**config.mk**
```make
export PLATFORM = sky130hd
export DESIGN_NAME = fifo_wr_ctrl
export DESIGN_NICKNAME = d
export VERILOG_FILES = /design/src/rtl/fifo_wr_ctrl.sv
export SDC_FILE = /design/constraint.sdc
export NUM_CORES = 1
export LEC_CHECK = 0
export CORE_MARGIN = 1
export CORE_UTILIZATION = 40
export DETAILED_ROUTE_END_ITERATION = 8
export GPL_TIMING_DRIVEN = 0
export PLACE_DENSITY = 0.7
export SYNTH_ARGS = -nofsm -noshare
export SYNTH_HDL_FRONTEND = slang
export SYNTH_SLANG_ARGS = --single-unit
```
**constraint.sdc**
```tcl
create_clock -name wclk -period 3.35 [get_ports wclk]
set_input_delay 0.335 -clock wclk [delete_from_list [all_inputs] [get_ports wclk]]
set_output_delay 0.335 -clock wclk [all_outputs]
set_load 0.02 [all_outputs]
```
**src/rtl/fifo_wr_ctrl.sv**
```systemverilog
// Async FIFO write side: binary/Gray write pointer, full, almost-full, level, overflow.
// Optional saturating overflow counter enabled by FIFO_WR_OVF_CNT_EN.
module fifo_wr_ctrl #(
   parameter int ADDR_WIDTH   = 3,
   parameter int AFULL_THRESH = 6
) (
   input  logic                  wclk,
   input  logic                  wrst,
   input  logic                  winc,
   input  logic [ADDR_WIDTH:0]   wq2_rptr,
   input  logic                  wovf_clr,
   output logic [ADDR_WIDTH-1:0] waddr,
   output logic [ADDR_WIDTH:0]   wptr,
   output logic                  wfull,
   output logic                  walmost_full,
   output logic [ADDR_WIDTH:0]   wlevel,
   output logic                  wovf
`ifdef FIFO_WR_OVF_CNT_EN
  ,output logic [7:0]            wovf_cnt
`endif
);

   localparam int PW = ADDR_WIDTH + 1;

   logic [PW-1:0] wbin;
   logic [PW-1:0] wbin_next;
   logic [PW-1:0] wgray_next;
   logic [PW-1:0] rbin_sync;
   logic [PW-1:0] level_next;
   logic [PW-1:0] full_cmp;
   logic          push;
   logic          ovf_set;

   assign push       = winc & ~wfull;
   assign ovf_set    = winc & wfull;
   assign wbin_next  = wbin + PW'(push);
   assign wgray_next = (wbin_next >> 1) ^ wbin_next;
   assign level_next = wbin_next - rbin_sync;
   assign waddr      = wbin[ADDR_WIDTH-1:0];

   // Full when the write pointer is one lap ahead: top two Gray bits inverted.
   assign full_cmp = {~wq2_rptr[ADDR_WIDTH:ADDR_WIDTH-1],
                      wq2_rptr[ADDR_WIDTH-2:0]};

   always_comb begin
      rbin_sync = '0;
      for (int i = 0; i < PW; i++)
         rbin_sync[i] = ^(wq2_rptr >> i);
   end

   always_ff @(posedge wclk or posedge wrst) begin
      if (wrst) begin
         wbin         <= '0;
         wptr         <= '0;
         wfull        <= 1'b0;
         walmost_full <= 1'b0;
         wlevel       <= '0;
      end else begin
         wbin         <= wbin_next;
         wptr         <= wgray_next;
         wfull        <= (wgray_next == full_cmp);
         walmost_full <= (level_next >= PW'(AFULL_THRESH));
         wlevel       <= level_next;
      end
   end

   always_ff @(posedge wclk or posedge wrst) begin
      if (wrst)
         wovf <= 1'b0;
      else if (ovf_set)
         wovf <= 1'b1;
      else if (wovf_clr)
         wovf <= 1'b0;
   end

`ifdef FIFO_WR_OVF_CNT_EN
   // Clear beats a same-cycle increment; count saturates at 255.
   always_ff @(posedge wclk or posedge wrst) begin
      if (wrst)
         wovf_cnt <= '0;
      else if (wovf_clr)
         wovf_cnt <= '0;
      else if (ovf_set && wovf_cnt != 8'hFF)
         wovf_cnt <= wovf_cnt + 8'd1;
   end
`endif

endmodule

```
## After elaboration in Yosys (flattened, before gate mapping)

Index checks and enable logic that the tools add are counted.

| word-level totals | value |
|---|---|
| bits in registers | 15 |
| bits in latches | 0 |
| bits in writable memories | 0 |
| memory bits (read-only) | 0 |
| output and inout port bits | 14 |
| memories kept | 0 |

| cells by class | value |
|---|---|
| add/subtract/negate cells | 2 |
| $mul | 0 |
| divide/modulo/power cells | 0 |
| magnitude comparators | 1 |
| equality and inequality tests | 1 |
| shift operators | 0 |
| muxes and demuxes | 2 |
| bitwise gates (word level) | 5 |
| reductions and logical operators | 5 |

Operators by type and width:

| cell | number |
|---|---|
| 4-bit XOR reduction | 4 |
| 4-bit by 1-bit adder with 4-bit output | 1 |
| 4-bit == test | 1 |
| 4-bit by 3-bit >= comparator with 1-bit output (second input constant) | 1 |
| 4-bit subtractor | 1 |
| 3-bit by 4-bit bitwise XOR with 4-bit output | 1 |
| 1-bit bitwise AND | 2 |
| 1-bit 2-to-1 mux | 2 |
| 2-bit NOT | 1 |
| 2-bit nonzero test | 1 |
| 1-bit NOT | 1 |

## Longest topological paths before layout

| logic depth | value |
|---|---|
| depth after elaboration | 5 |
| depth in mapped cells | 9 |

## Worst setup path after synthesis

OpenSTA, ideal clock, no wires.

| timing path | value |
|---|---|
| path kind | reg2reg |
| start point | register wfull |
| end point | register walmost_full |
| arrival | 2220 ps |
| required time | 3232 ps |
| path slack | 1012 ps |
| cell stages (with the launch flop) | 10 |
| path through | dfrtp_1 > nor2b_1 > ha_1 > ha_1 > xor2_2 > ha_1 > a21oi_1 > o21ai_0 > xor3_2 > a21o_1 |

| on the way | value |
|---|---|
| word-level cells in the longest chain between the ends | 5 |

Ends and longest elaborated chain:

| element | RTL line | RTL |
|---|---|---|
| start, declared | 14 | `output logic wfull,` |
| start signal, assigned | 61 | `wfull <= (wgray_next == full_cmp);` |
| 1-bit NOT | 34 | `assign push = winc & ~wfull;` |
| 1-bit bitwise AND | 34 |  |
| 4-bit by 1-bit adder with 4-bit output | 36 | `assign wbin_next = wbin + PW'(push);` |
| via wbin_next[2] | 26 | `logic [PW-1:0] wbin_next;` |
| 4-bit subtractor | 38 | `assign level_next = wbin_next - rbin_sync;` |
| via level_next[3] | 29 | `logic [PW-1:0] level_next;` |
| 4-bit by 3-bit >= comparator with 1-bit output | 62 | `walmost_full <= (level_next >= PW'(AFULL_THRESH));` |
| end signal, assigned | 62 |  |
| end, declared | 15 | `output logic walmost_full,` |

The timed path passes the listed nets, and every way through them passes these cells.
A chain may end at the register's enable or synchronous reset.

## Worst setup path after layout

| timing path | value |
|---|---|
| start point | input port winc |
| end point | register walmost_full |

| on the way | value |
|---|---|
| word-level cells in the longest chain between the ends | 4 |

Ends and longest elaborated chain:

| element | RTL line | RTL |
|---|---|---|
| start, declared | 9 | `input logic winc,` |
| 1-bit bitwise AND | 34 |  |
| 4-bit by 1-bit adder with 4-bit output | 36 |  |
| via wbin_next[2] | 26 |  |
| 4-bit subtractor | 38 |  |
| via level_next[3] | 29 |  |
| 4-bit by 3-bit >= comparator with 1-bit output | 62 |  |

The timed path passes the listed nets, and every way through them passes these cells.

==> results.cfg <==
[detailed_routing]
wl_met3_um = 45
vias = 476
wire_per_inst_um = 10.5
antenna_left = 0
wl_met1_um = 579
vias_per_cell = 4.41
drt_iter0_markers = 9
drc = 0
wirelength_um = 1140
highest_layer = met4
firstDrtPassIters = 4
wl_met2_um = 491

[clocking]
cts_setup_buffers = 0
clk_pin_slew_worst_paths_ns = 0.08
cts_made_buffers = 3
ctsHoldBuffers = 0
cts_tree = done
htreeDepth = 1
cts.repair.resized = 0
root_buffer = clkbuf_4
cts.path.max_buffers = 2
clock-sinks = 14
clock_insertion_delay_worst_skew_ns = 0.28

[synthesis]
synthesis.area_per_instance_um2 = 11.9
yosys.cell_count.top_type = dfrtp_1
netlist_top_cells_count = 14 x dfrtp_1, 8 x inv_1, 6 x xor2_1, 5 x ha_1, 5 x xnor2_1
synthSimpleGateAreaFrac = 0.0822
synth_xor_area_frac = 0.215
ys_top_cells_by_area = dfrtp_1 49%, ha_1 8.7%, xor2_1 7.3%
synth_compound_area_frac = 0.0559
synthFlopType = dfrtp_1
synth_fa_ha_area_frac = 0.115
synthMuxAreaShare = 0
netlist_area_um2 = 716
ys_seq_elements = 14
syn_nets = 74
yosysSeqAreaShare = 0.490
netlist_instances = 60
async_flop_share = 1.00
synth_top_family_by_area = XOR/XNOR gates
synth_edf_count = 0
yosysWarnings = 0
synth_top_area_share = 0.490
synth_top_area_cell = dfrtp_1
ys_types = 19

[floorplanning]
dieWidth_um = 44.3
start_util = 0.449
core_um2 = 1590
dieArea_um2 = 1960
die_h_um = 44.3
io_pins = 22
rows = 14

[critical_path]
max_stage_delay_ns = 0.47
start_kind = input pin
critPathCaptureType = flip-flop
critPathKind = input pin to flip-flop
worst_ep_required_time_ns = 3.52
path_buf_inv = 1
crit_slowest_cell = clkdlybuf4s50_1
critPathArrivalTime_ns = 2.82
crit_path_frequent_cell = ha_1
cp_top_family = adder cells
worstPathCellList = clkdlybuf4s50_1 -> nor2b_1 -> ha_1 -> ha_1 -> xor2_2 -> ha_1 -> a21oi_1 -> o21ai_0 -> xor3_2 -> a21o_1
worst-path-max-fanout = 6

[pwr]
total_power_mw = 1.12
leakage_nw = 0.446
powerDensity_nw_per_um2 = 1150
ir_drop_v = 0.000571

[sta]
max_freq_ghz = 0.377
hold_ws_ns = 0.394
hold_viol = 0
fin_crit_ns = 2.65
setup_viol = 0
worst_slew_pin_slew_ns = 0.515
tns_ns = 0
slew_violations = 0
rsz0062_at_grt = false
slew_headroom = 0.656
fin_crit_sh = 0.791
skew_ns = 0.00637

[placement]
place.gp.congestion = 0.782
port_buffers = 21
place_area_um2 = 956
dp_hpwl_um = 925

[grt]
grt_first_pass_wirelength_um = 1880
grt_overflow_total = 0
grtUsageTotal = 0.137
grt_max_degree = 15
grt_pass1_vias = 443
antenna_found_initial = 0

[cells_and_area]
fin_area_um2 = 978
fin_nets = 100
drive_gt1_frac = 0.0833
area_growth_pct = 36.7
antenna_cells = 0
utilization = 0.614

[run]
cap_violations = 0

[worst_hold_path]
hp-class = input pin to asynchronous set/reset pin

[run_status]
status = complete, no violations
-- state kept, by name, summed over array words and instances (netlist names) --
| register | count |
|---|---|
| wlevel | 4 |
| wbin | 4 |
| walmost_full | 1 |
| wfull | 1 |
| wovf | 1 |
| wptr | 3 |
-- cell usage in the layout (no fill, tap or decap) --
cell / n
a21o_1: 1
a21oi_1: 2
a22oi_1: 1
and3_2: 1
clkbuf_4: 3
clkdlybuf4s50_1: 21
dfrtp_1: 14
fa_1: 1
ha_1: 5
inv_1: 8
nand2_1: 2
nand3_1: 4
nor2_1: 1
nor2b_1: 1
nor3b_1: 1
o21ai_0: 3
or3_1: 1
xnor2_1: 5
xor2_1: 6
xor2_2: 2
xor3_2: 1
-- where the power goes --
group / switching [mW] / internal [mW] / total (mW)
logic: 0.367 / 0.350 / 0.716
registers: 0.0486 / 0.265 / 0.314
clock network: 0.0506 / 0.0416 / 0.0922
-- through the flow --
| stage | worst slack, ns | std cells |
|---|---|---|
| floorplan | 1.01 | 60 |
| finish | 0.699 | 108 |
| global placement | 0.414 | 105 |
| CTS | 0.668 | 108 |
| detailed placement | 0.393 | 105 |
| global route | 0.550 | 108 |
-- area by class of cell --
type                            count  area [µm²]
Tap cell                           24        30.0
Timing Repair Buffer               21         210
Clock buffer                        3        22.5
Inverter                            8        30.0
Multi-Input combinational cell     38         335
Fill cell                         133         616
Sequential cell                    14         350
-- final timing paths --
path	startpoint	end	slack (ns)	cells after the start
min in group wclk	wfull	wovf	0.52	2
hold / removal	wrst	wovf	0.39	2
max in group asynchronous	wrst	walmost_full	2.61	2
setup / recovery	winc	walmost_full	0.70	10
setup reg to reg	wfull	walmost_full	0.86	9
hold reg to reg	wfull	wovf	0.52	2
-- cell families (layout without fill, tap and decap cells) --
| group | after synthesis | count (layout) |
|---|---|---|
| AO/OA/AOI/OAI | 7 | 7 |
| XOR/XNOR | 14 | 14 |
| adder cells (fa/ha/maj) | 6 | 6 |
| buffers and inverters | 8 | 32 |
| flip-flops | 14 | 14 |
| AND/OR/NAND/NOR | 11 | 11 |
-- per-layer routing --
layer  GRT usage  vias to the layer above
li1            -                      241
met1       0.190                      216
met2       0.194                       17
met3      0.0245                        2
met4      0.0909                        0
met5           0                        -
Note: power is estimated with default switching activity, not from simulation.
